`config.mk`:
```
export PLATFORM = sky130hd
export DESIGN_NAME = thor2022_prefix_gather
export DESIGN_NICKNAME = d
export VERILOG_FILES = /design/src/rtl/thor2022_pkg.sv /design/src/rtl/thor2022_prefix_gather_bundle_reg.sv /design/src/rtl/thor2022_prefix_gather.sv
export SDC_FILE = /design/constraint.sdc
export NUM_CORES = 1
export LEC_CHECK = 0
export CAP_MARGIN = 20
export CORE_MARGIN = 3
export CORE_UTILIZATION = 46
export DETAILED_ROUTE_END_ITERATION = 10
export DONT_BUFFER_PORTS = 1
export GPL_TIMING_DRIVEN = 0
export SETUP_SLACK_MARGIN = 0.05
export SLEW_MARGIN = 10
export SYNTH_ARGS = -nofsm -noshare
export SYNTH_HDL_FRONTEND = slang
export SYNTH_HIERARCHICAL = 1
export SYNTH_SLANG_ARGS = --single-unit
```
`constraint.sdc`:
```
create_clock -name clk_i -period 2.7 [get_ports clk_i]
set_clock_uncertainty 0.1 [all_clocks]
set_input_delay 0.27 -clock clk_i [delete_from_list [all_inputs] [get_ports clk_i]]
set_output_delay 0.27 -clock clk_i [all_outputs]
set_load 0.1 [all_outputs]
```
`src/rtl/thor2022_pkg.sv`:
```
// Shared opcode constants, prefix-gather state type and opcode classification helpers.
package thor2022_pkg;

   localparam int IW     = 64;
   localparam int PCW    = 32;
   localparam int MAXPFX = 2;

   typedef logic [IW-1:0] instruction_t;

   // Each EXI opcode has a "+1" twin: bit 0 carries immediate data.
   localparam logic [7:0] EXI8  = 8'h46;
   localparam logic [7:0] EXI24 = 8'h48;
   localparam logic [7:0] EXI40 = 8'h4A;
   localparam logic [7:0] EXI56 = 8'h4C;
   localparam logic [7:0] EXIM  = 8'h50;

   typedef enum logic [1:0] {PG_IDLE, PG_X, PG_M, PG_XM} pfx_state_t;

   // Matches an EXI opcode or its +1 form by ignoring bit 0.
   function automatic logic is_exi(input logic [7:0] op);
      return (op[7:1] == EXI8[7:1])  || (op[7:1] == EXI24[7:1]) ||
             (op[7:1] == EXI40[7:1]) || (op[7:1] == EXI56[7:1]);
   endfunction

   function automatic logic is_exim(input logic [7:0] op);
      return op == EXIM;
   endfunction

endpackage

```
`src/rtl/thor2022_prefix_gather_bundle_reg.sv`:
```
// Valid/ready output register for the decode bundle, with synchronous flush.
module thor2022_bundle_reg #(
   parameter int W = 8
) (
   input  logic         clk_i,
   input  logic         rst_ni,
   input  logic         flush_i,
   input  logic         load_i,
   input  logic         take_i,
   input  logic [W-1:0] d_i,
   output logic         valid_o,
   output logic [W-1:0] q_o
);

   // Flush wins, then a load (which may coincide with a take), then a plain take empties.
   always_ff @(posedge clk_i or negedge rst_ni) begin
      if (!rst_ni) begin
         valid_o <= 1'b0;
         q_o     <= '0;
      end else if (flush_i) begin
         valid_o <= 1'b0;
      end else if (load_i) begin
         valid_o <= 1'b1;
         q_o     <= d_i;
      end else if (take_i) begin
         valid_o <= 1'b0;
      end
   end

endmodule

```
`src/rtl/thor2022_prefix_gather.sv`:
```
// Absorbs EXI/EXIM prefixes ahead of a base instruction and emits one decode bundle
// per base word; holds off interrupts while a prefix group is partially gathered.
module thor2022_prefix_gather
   import thor2022_pkg::*;
#(
   parameter int IW  = 64,
   parameter int PCW = 32
) (
   input  logic           clk_i,
   input  logic           rst_ni,
   input  logic           flush_i,
   input  logic           in_valid_i,
   output logic           in_ready_o,
   input  logic [IW-1:0]  in_ir_i,
   input  logic [PCW-1:0] in_pc_i,
   output logic           out_valid_o,
   input  logic           out_ready_i,
   output logic [IW-1:0]  out_ir_o,
   output logic [IW-1:0]  out_xir_o,
   output logic           out_xval_o,
   output logic [IW-1:0]  out_mir_o,
   output logic           out_mval_o,
   output logic [PCW-1:0] out_pc_o,
   output logic           int_hold_o,
   output logic           pfx_dup_o
);

   localparam int BW = IW*3 + PCW + 2;

   pfx_state_t     state_q, state_n;
   logic [IW-1:0]  xir_q, xir_n, mir_q, mir_n;
   logic [PCW-1:0] gpc_q, gpc_n;
   logic           acc, load, dup, has_x, has_m, op_exi, op_exim;
   logic [BW-1:0]  bdl_d, bdl_q;

   assign in_ready_o = ~flush_i & (~out_valid_o | out_ready_i);
   assign acc        = in_valid_i & in_ready_o;
   assign op_exi     = is_exi(in_ir_i[7:0]);
   assign op_exim    = is_exim(in_ir_i[7:0]);
   assign has_x      = (state_q == PG_X) || (state_q == PG_XM);
   assign has_m      = (state_q == PG_M) || (state_q == PG_XM);

   // Holding registers are zero whenever their prefix is absent, so they feed the bundle as-is.
   assign bdl_d = {in_ir_i, xir_q, has_x, mir_q, has_m,
                   (state_q != PG_IDLE) ? gpc_q : in_pc_i};

   // Next-state: prefix capture, duplicate detection, base-word bundle load, flush.
   always_comb begin
      state_n = state_q;
      xir_n   = xir_q;
      mir_n   = mir_q;
      gpc_n   = gpc_q;
      dup     = 1'b0;
      load    = 1'b0;
      if (flush_i) begin
         state_n = PG_IDLE;
         xir_n   = '0;
         mir_n   = '0;
      end else if (acc) begin
         if (op_exi) begin
            dup   = has_x;
            xir_n = in_ir_i;
            if (state_q == PG_IDLE) gpc_n = in_pc_i;
            state_n = has_m ? PG_XM : PG_X;
         end else if (op_exim) begin
            dup   = has_m;
            mir_n = in_ir_i;
            if (state_q == PG_IDLE) gpc_n = in_pc_i;
            state_n = has_x ? PG_XM : PG_M;
         end else begin
            load    = 1'b1;
            state_n = PG_IDLE;
            xir_n   = '0;
            mir_n   = '0;
         end
      end
   end

   // State and prefix holding registers.
   always_ff @(posedge clk_i or negedge rst_ni) begin
      if (!rst_ni) begin
         state_q <= PG_IDLE;
         xir_q   <= '0;
         mir_q   <= '0;
         gpc_q   <= '0;
      end else begin
         state_q <= state_n;
         xir_q   <= xir_n;
         mir_q   <= mir_n;
         gpc_q   <= gpc_n;
      end
   end

   assign int_hold_o = (state_q != PG_IDLE);
   assign pfx_dup_o  = dup;

   thor2022_bundle_reg #(.W(BW)) u_bundle (
      .clk_i   (clk_i),
      .rst_ni  (rst_ni),
      .flush_i (flush_i),
      .load_i  (load),
      .take_i  (out_ready_i),
      .d_i     (bdl_d),
      .valid_o (out_valid_o),
      .q_o     (bdl_q)
   );

   assign {out_ir_o, out_xir_o, out_xval_o, out_mir_o, out_mval_o, out_pc_o} = bdl_q;

endmodule

```
# ---- Word-level counts from Yosys, hierarchy flattened
# Cells that the tools add are included.
dict set report word_totals {
  ff_bits 389
  input_bits 101
}
dict set report classes {
  eq_ne 10
  n_bitwise 5
  mux 29
  n_reduce_logical 14
}
# operator count
set ops {}
lappend ops {{$mux W64} 8}
lappend ops {{$mux W32} 4}
lappend ops {{$eq A7 B6 Y1 const B} 4}
lappend ops {{$mux W1} 12}
lappend ops {{$mux W2} 5}
lappend ops {{$eq A8 B7 Y1 const B} 1}
lappend ops {{$reduce_and A2 Y1} 3}
lappend ops {{$reduce_bool A2 Y1} 3}
lappend ops {{$logic_or A1 B1 Y1} 5}
lappend ops {{$eq A2 B2 Y1 const B} 2}
lappend ops {{$ne A3 B3 Y1 const B} 1}
lappend ops {{$reduce_and A3 Y1} 1}
lappend ops {{$reduce_bool A3 Y1} 1}
lappend ops {{$and A1 B1 Y1} 2}
lappend ops {{$eq A2 B1 Y1 const B} 1}
lappend ops {{$logic_not A2 Y1} 1}
lappend ops {{$ne A2 B2 Y1 const B} 1}
lappend ops {{$not A1 Y1} 2}
lappend ops {{$or A1 B1 Y1} 1}

# ---- Longest topological paths before layout
# Gate-level depths: netlist of the first run.
dict set report depth {
  word_depth 9
  ltp_mapped 8
}

# ---- Modules after synthesis
# Netlist of the first run, hierarchy kept.
# module cells_each area_per_inst_um2 instances
set by_module_without_submodules {}
lappend by_module_without_submodules {thor2022_bundle_reg 482 9052.4 1}
lappend by_module_without_submodules {thor2022_prefix_gather 535 6754.0 1}

# ---- Worst setup path before layout of the first run
# OpenSTA, ideal clock, no wires.
dict set report synth_timing {
  kind {reg-to-output}
  startpoint {register u_bundle.valid_o}
  endpoint {output pfx_dup_o}
  t_arrival_ns 2.598
  required_time_ns 2.330
  path_buffers 0
  path_stages_with_launch 4
  slack_ns -0.268
  path_cell_list {dfrtp_1 > nor2b_1 > nand4bb_1 > nor2_1}
}
dict set report synth_between {
  elab_chain_cells 6
}
# item line
set synth_lines {}
lappend synth_lines {{start, declared} thor2022_prefix_gather_bundle_reg.sv:11} ;# output logic valid_o,
lappend synth_lines {{start signal, assigned} thor2022_prefix_gather_bundle_reg.sv:18} ;# valid_o <= 1'b0;
lappend synth_lines {{start signal, assigned} thor2022_prefix_gather_bundle_reg.sv:21} ;# valid_o <= 1'b0;
lappend synth_lines {{start signal, assigned} thor2022_prefix_gather_bundle_reg.sv:23} ;# valid_o <= 1'b1;
lappend synth_lines {{$not A1 Y1} thor2022_prefix_gather.sv:36} ;# assign in_ready_o = ~flush_i & (~out_valid_o | out_ready_i);
lappend synth_lines {{$or A1 B1 Y1} thor2022_prefix_gather.sv:36}
lappend synth_lines {{$and A1 B1 Y1} thor2022_prefix_gather.sv:36}
lappend synth_lines {{$and A1 B1 Y1} thor2022_prefix_gather.sv:37} ;# assign acc = in_valid_i & in_ready_o;
lappend synth_lines {{$mux W1} thor2022_prefix_gather.sv:59} ;# end else if (acc) begin
lappend synth_lines {{$mux W1} thor2022_prefix_gather.sv:55} ;# if (flush_i) begin
lappend synth_lines {{end, declared} thor2022_prefix_gather.sv:25} ;# output logic pfx_dup_o
# Every way passes these cells.

# ---- Final worst setup path of the first run
# Same ends and word-level chain as after synthesis.

==> results of run 1 <==
final timing paths:
| kind | startpoint | to | slack, ns | depth (start not counted) |
|---|---|---|---|---|
| worst min register to register | gpc_q[25] | gpc_q[25] | 0.38 | 1 |
| worst max-delay path | u_bundle/valid_o | pfx_dup_o | 0.10 | 3 |
| min in group clk_i | in_ir_i[4] | xir_q[40] | 0.12 | 3 |
| worst max register to register | u_bundle/valid_o | u_bundle/q_o[193] | 0.13 | 8 |
| worst min-delay path | rst_ni | gpc_q[16] | -0.66 | 0 |
| max in group asynchronous | rst_ni | u_bundle/q_o[193] | 2.62 | 0 |
metal layers:
metal	up-vias	GRT usage (%)	routed length, um
li1	3859	-	-
met1	4594	28.4	16800
met2	259	32.5	17700
met3	60	7.23	3150
met4	2	5.39	797
met5	-	0	13
kinds of logic (layout without fill, tap and decap cells):
kind of cell | Yosys count | after routing | synth area share [%]
AOI/OAI and AO/OA | 75 | 75 | 4.02
buffers and inverters | 70 | 243 | 3.14
DFF | 389 | 389 | 61.6
muxes | 345 | 345 | 27.5
other | 0 | 1 | 0
and+or+nand+nor | 138 | 138 | 3.78
flip-flops by register name (all words and copies together), names as in the netlist:
name              flops
u_bundle/valid_o      1
state_q               2
u_bundle/q_o        226
mir_q                64
gpc_q                32
xir_q                64
final cells by class:
cell class	count	area share [%]
Antenna cell	1	0.0133
Buffer	64	2.60
Clock buffer	66	6.62
Clock inverter	4	0.273
Inverter	6	0.140
Multi-Input combinational cell	558	30.0
Sequential cell	389	51.9
Tap cell	448	2.99
Timing Repair Buffer	103	5.43
power groups by stage:
| stage | Combinational (mW) | Sequential (mW) | Clock [mW] |
|---|---|---|---|
| floorplan | 0.697 | 8.84 | 0 |
| global placement | 0.792 | 8.94 | 0 |
| detailed placement | 0.817 | 8.95 | 0 |
| CTS | 0.985 | 8.85 | 5.58 |
| global route | 1.06 | 8.89 | 5.81 |
| finish | 0.978 | 8.84 | 5.42 |
stage by stage:
stage	power (mW)	hold slack [ns]	std cells	area, um2	setup slack (ns)
floorplan	9.53	-0.126	1017	15800	0.211
global placement	9.73	-0.116	1465	16400	-0.424
detailed placement	9.77	-0.114	1465	16400	-0.459
CTS	15.4	-0.681	1636	18700	0.0791
global route	15.8	-0.692	1639	18800	0.0436
finish	15.2	-0.659	1639	18800	0.101
timing repair:
action | 4_1_cts | 5_1_grt
resized for setup | 12 | 3
endpoints found under the setup margin | 310 | 60
buffers inserted | 3 | 2
cloned | 0 | 0
pin swaps | 3 | 2
endpoints found under the hold margin | 639 | 389
Yosys cell counts, types with 2 or more instances:
cell type	count
dfrtp_1	389
mux2_1	30
a21o_1	5
a21oi_1	3
buf_6	9
clkbuf_1	18
a22o_1	60
inv_1	6
buf_2	19
buf_1	2
mux2i_1	55
mux2_4	140
nand2_1	111
nor2_1	5
and2_1	10
mux2_2	120
buf_4	5
buf_8	11
critical path, cell delays in order, from the launching register on:
cell       delay, ns
dfrtp_4         0.62
nor2b_4         0.22
nand4bb_4       0.29
nor2_4          0.56
==> results.py, run 1 <==
metrics = {
    "run": {
        "drv_cap": 0,
    },
    "grt": {
        "track_usage_pct": 21.0,
        "grt_max_degree": 390,
        "first_global_vias": 9510,
        "antenna_found_initial": 2,
        "grt_pass1_wl_um": 59500,
        "grt_remaining_overflow": 0,
    },
    "clock_tree": {
        "clock_sinks": 389,
        "htree_levels": 2,
        "cts_tree": "done",
        "path_clk_slew_ns": 0.06,
        "cts_buffers": 41,
        "hold_buffers": 98,
        "clk_latency_ns": 0.52,
        "clockBufferDepth": 3,
        "root_buffer": "clkbuf_16",
    },
    "layout": {
        "seqCellArea_mm2": 0.00974,
        "final_common_cell": "dfrtp_1",
        "drive_gt1_share_pct": 31.6,
        "syn_to_final_growth_pct": 18.7,
        "final_cell_mix": "388 x dfrtp_1, 140 x mux2_4, 120 x mux2_2, 111 x nand2_1, 98 x dlygate4sd3_1",
        "multi_input_area_mm2": 0.00563,
        "fill_cells": 2738,
        "fin_nets": 1264,
        "final_util_pct": 55.7,
    },
    "timing": {
        "fin_hold_ws_ns": -0.659,
        "drv_slew": 0,
        "fin_crit_sh_pct": 96.2,
        "rsz0062_at_grt": "true",
        "relSlewSlack_pct": 26.8,
        "setup-violations-final": 0,
        "period_needed_ns": 2.60,
        "clock.fmax_mhz": 385,
        "hold_viol_final": 389,
        "tightestPinTransition_ns": 1.10,
        "tns_ns": 0,
    },
    "pwr": {
        "power_leakage_nw": 8.82,
        "peakVddDrop_mv": 0.591,
        "power_frac_seq_pct": 58.0,
        "switching_share_pct": 34.3,
        "p_per_area_mw_per_mm2": 812,
        "comb_power_share_pct": 6.4,
        "clkPwrFrac_pct": 35.6,
        "internal-power_mw": 10.0,
        "p_switching_mw": 5.23,
    },
    "synth": {
        "yosysTopAreaCell": "dfrtp_1",
        "ys_ff_latch": 389,
        "syn_area_per_cell_um2": 15.5,
        "async_flop_share_pct": 100,
        "synth_area_mm2": 0.0158,
        "synth_warnings": 6,
        "yosysUniqueCellTypes": 37,
        "synthesis.nets": 1118,
        "syn_inst": 1017,
        "synth.area.top_cells": "dfrtp_1 62%, mux2_4 13%, mux2_2 8.5%",
        "synth_top_area_share_pct": 61.6,
        "ys_dominant_reg_cell": "dfrtp_1",
        "synth_edf_count": 0,
        "seq_area_frac_synth_pct": 61.6,
    },
    "placed_design": {
        "post-dp-hpwl_um": 25400,
        "gp_congestion": 0.732,
        "place.port_buffers": 0,
    },
    "drt": {
        "vias_per_cell": 5.35,
        "wl_per_cell_um": 23.4,
        "drc": 0,
        "vias": 8774,
        "wirelength_um": 38400,
        "drt_pass1_iterations": 6,
        "drtIter0Drc": 389,
        "antenna_left": 0,
    },
    "setup_path": {
        "arrival_ns": 2.23,
        "cp-end-kind": "output port",
        "crit_type": "register to output port",
        "start_kind": "register",
        "worstPathMaxFanout": 4,
        "cp.required_ns": 2.33,
    },
    "worst_hold_path": {
        "hp-class": "primary input to asynchronous set/reset pin",
    },
    "floorplan": {
        "die_w_um": 191,
        "pin_count": 331,
        "core-area_mm2": 0.0337,
        "dieArea_mm2": 0.0366,
        "fp-row-count": 67,
        "fp.dieH_um": 191,
        "initial_core_util_pct": 46.9,
    },
    "run_status": {
        "violations": "hold timing",
        "status": "complete, but fails checks",
    },
}
Power figures use the tool's default switching activity.
==> run 2, diff against run 1 <==
--- a/config.mk
+++ b/config.mk
@@ -5,6 +5,7 @@
 export SDC_FILE = /design/constraint.sdc
 export NUM_CORES = 1
 export LEC_CHECK = 0
+export ABC_AREA = 1
 export CAP_MARGIN = 20
 export CORE_MARGIN = 3
 export CORE_UTILIZATION = 46
==> results.py, run 2 <==
metrics = {
    "timing": {
        "fin_crit_sh_pct": 99.4,
        "rsz0062_at_grt": "true",
        "setup-violations-final": 0,
        "clock.fmax_mhz": 372,
        "tightestPinTransition_ns": 1.05,
        "fin_hold_ws_ns": -0.657,
        "drv_slew": 0,
        "period_needed_ns": 2.68,
        "hold_viol_final": 389,
        "relSlewSlack_pct": 29.9,
        "postLayoutSetupSlackWorst_ns": 0.0152,
    },
    "setup_path": {
        "regToRegSetupSlack_ns": 0.14,
        "start_kind": "register",
        "reg2reg_from": "u_bundle/valid_o",
        "worstPathMaxFanout": 3,
        "crit_type": "register to output port",
        "cp-end-kind": "output port",
        "arrival_ns": 2.31,
        "setup.worst_path.start": "u_bundle/valid_o",
        "cp.required_ns": 2.33,
    },
    "pwr": {
        "power_leakage_nw": 9.95,
        "peakVddDrop_mv": 0.661,
        "p_per_area_mw_per_mm2": 804,
    },
    "layout": {
        "fin_area_mm2": 0.0187,
        "largest_register": "u_bundle/q_o",
        "drive_gt1_share_pct": 9.48,
        "fin_nets": 2001,
        "reg.largest.list": "u_bundle/q_o x226, mir_q x64, xir_q x64",
        "fill_cells": 3041,
        "final_common_cell": "nand2_1",
        "largest_reg_flops": 226,
        "final_cell_mix": "751 x nand2_1, 388 x dfrtp_1, 229 x nand3_1, 100 x dlygate4sd3_1, 73 x inv_1",
        "syn_to_final_growth_pct": 19.2,
    },
    "synth": {
        "async_flop_share_pct": 100,
        "post-synth-top-count-cell": "nand2_1",
        "synth_top_area_share_pct": 62.1,
        "synth_edf_count": 0,
        "synth_area_mm2": 0.0157,
        "yosysTopAreaCell": "dfrtp_1",
        "synth.area.top_cells": "dfrtp_1 62%, nand2_1 18%, nand3_1 7.3%",
        "syn_area_per_cell_um2": 8.95,
        "ys_dominant_reg_cell": "dfrtp_1",
        "yosysUniqueCellTypes": 22,
        "synthesis.nets": 1853,
        "syn_inst": 1752,
        "synthTopCellsByCount": "752 x nand2_1, 389 x dfrtp_1, 229 x nand3_1",
        "seq_area_frac_synth_pct": 62.1,
        "ys_ff_latch": 389,
        "synth_warnings": 6,
    },
    "floorplan": {
        "fp-row-count": 66,
        "die_w_um": 191,
        "core-area_mm2": 0.0330,
        "initial_core_util_pct": 47.5,
        "fp.dieH_um": 191,
        "pin_count": 331,
        "dieArea_mm2": 0.0363,
    },
    "placed_design": {
        "gp_congestion": 0.832,
        "place_area_mm2": 0.0163,
        "post-dp-hpwl_um": 30500,
        "pre_cts_ws_ns": -0.564,
        "place.port_buffers": 0,
    },
    "clock_tree": {
        "clock_sinks": 389,
        "root_buffer": "clkbuf_16",
        "hold_buffers": 100,
        "cts_buffers": 42,
        "clk_latency_ns": 0.53,
        "clockBufferDepth": 3,
        "htree_levels": 2,
        "path_clk_slew_ns": 0.06,
        "cts_tree": "done",
    },
    "run": {
        "drv_cap": 0,
    },
    "drt": {
        "drc": 0,
        "drtIter0Drc": 845,
        "vias": 12300,
        "antenna_left": 0,
        "wl_per_cell_um": 19.1,
        "drt_pass1_iterations": 7,
        "wirelength_um": 45300,
        "vias_per_cell": 5.20,
    },
    "grt": {
        "first_global_vias": 12400,
        "track_usage_pct": 24.9,
        "grt_max_degree": 390,
        "antenna_found_initial": 1,
        "grt_pass1_wl_um": 71100,
        "grt_remaining_overflow": 0,
    },
    "run_status": {
        "violations": "hold timing",
        "status": "complete, but fails checks",
    },
    "worst_hold_path": {
        "hp-class": "primary input to asynchronous set/reset pin",
    },
}
run 2: cell types whose count changed after synthesis, sizes merged, moves of 55 or more:
cell / change
o21ai: +116
inv: +73
nand2: +646
a22o: -60
mux2i: -55
mux2: -290
nand3: +232
run 2: worst paths after layout:
path / to / cells past startpoint
min in group clk_i: state_q[0] / 4
setup / recovery: pfx_dup_o / 5
hold reg to reg: gpc_q[31] / 2
max in group asynchronous: mir_q[44] / 0
hold / removal: u_bundle/q_o[103] / 0
setup reg to reg: u_bundle/q_o[131] / 10
run 2: metrics by stage:
stage	setup TNS [ns]	total power, mW	hold WS (ns)	std cells	util [%]
after floorplan	0	8.96	-0.126	1752	-
after global placement	-94.40	9.22	-0.114	2194	49.2
after detailed placement	-109.10	9.25	-0.117	2194	49.2
after CTS	-0.115	15.2	-0.677	2370	56.5
after global routing	-0.0267	15.6	-0.683	2373	56.6
final	0	15.0	-0.657	2373	56.6
run 2: cell type report:
type | count | area (um2) | area share (%)
Clock buffer | 61 | 1240 | 6.65
Timing Repair Buffer | 104 | 1030 | 5.51
Clock inverter | 13 | 141 | 0.756
Multi-Input combinational cell | 1164 | 4990 | 26.7
Inverter | 79 | 304 | 1.63
Antenna cell | 1 | 2.50 | 0.0134
Buffer | 120 | 692 | 3.70
Tap cell | 442 | 553 | 2.96
Sequential cell | 389 | 9740 | 52.1
run 2: cells by family after synthesis:
family                 synth area share [%]
buffers and inverters                  6.21
DFF                                    62.1
and+or+nand+nor                        27.8
AOI/OAI and AO/OA                      3.97
run 2: worst max-delay path: stages (launching register included):
cell     delay [ns]
dfrtp_4        0.63
inv_4          0.11
o21ai_4        0.09
nor2_8         0.10
nand2_4        0.06
nor3_4         0.79
run 2: routing by layer:
layer,wire [um],GRT usage (%)
met5,0,0
met4,1120,6.86
met3,3610,6.67
met2,20500,39.2
met1,20100,34.4
run 2: timing repair:
action	4_1_cts	5_1_grt
gates resized for setup	8	5
pin swaps	3	5
setup buffers	2	2
setup endpoints to repair	357	119
hold endpoints to repair	635	389
run 2: power by group:
group	total (mW)	internal (mW)	switching, mW
sequential	8.39	6.13	2.26
combinational	0.922	0.344	0.578
clock	5.73	3.40	2.33
total	15.0	9.87	5.17
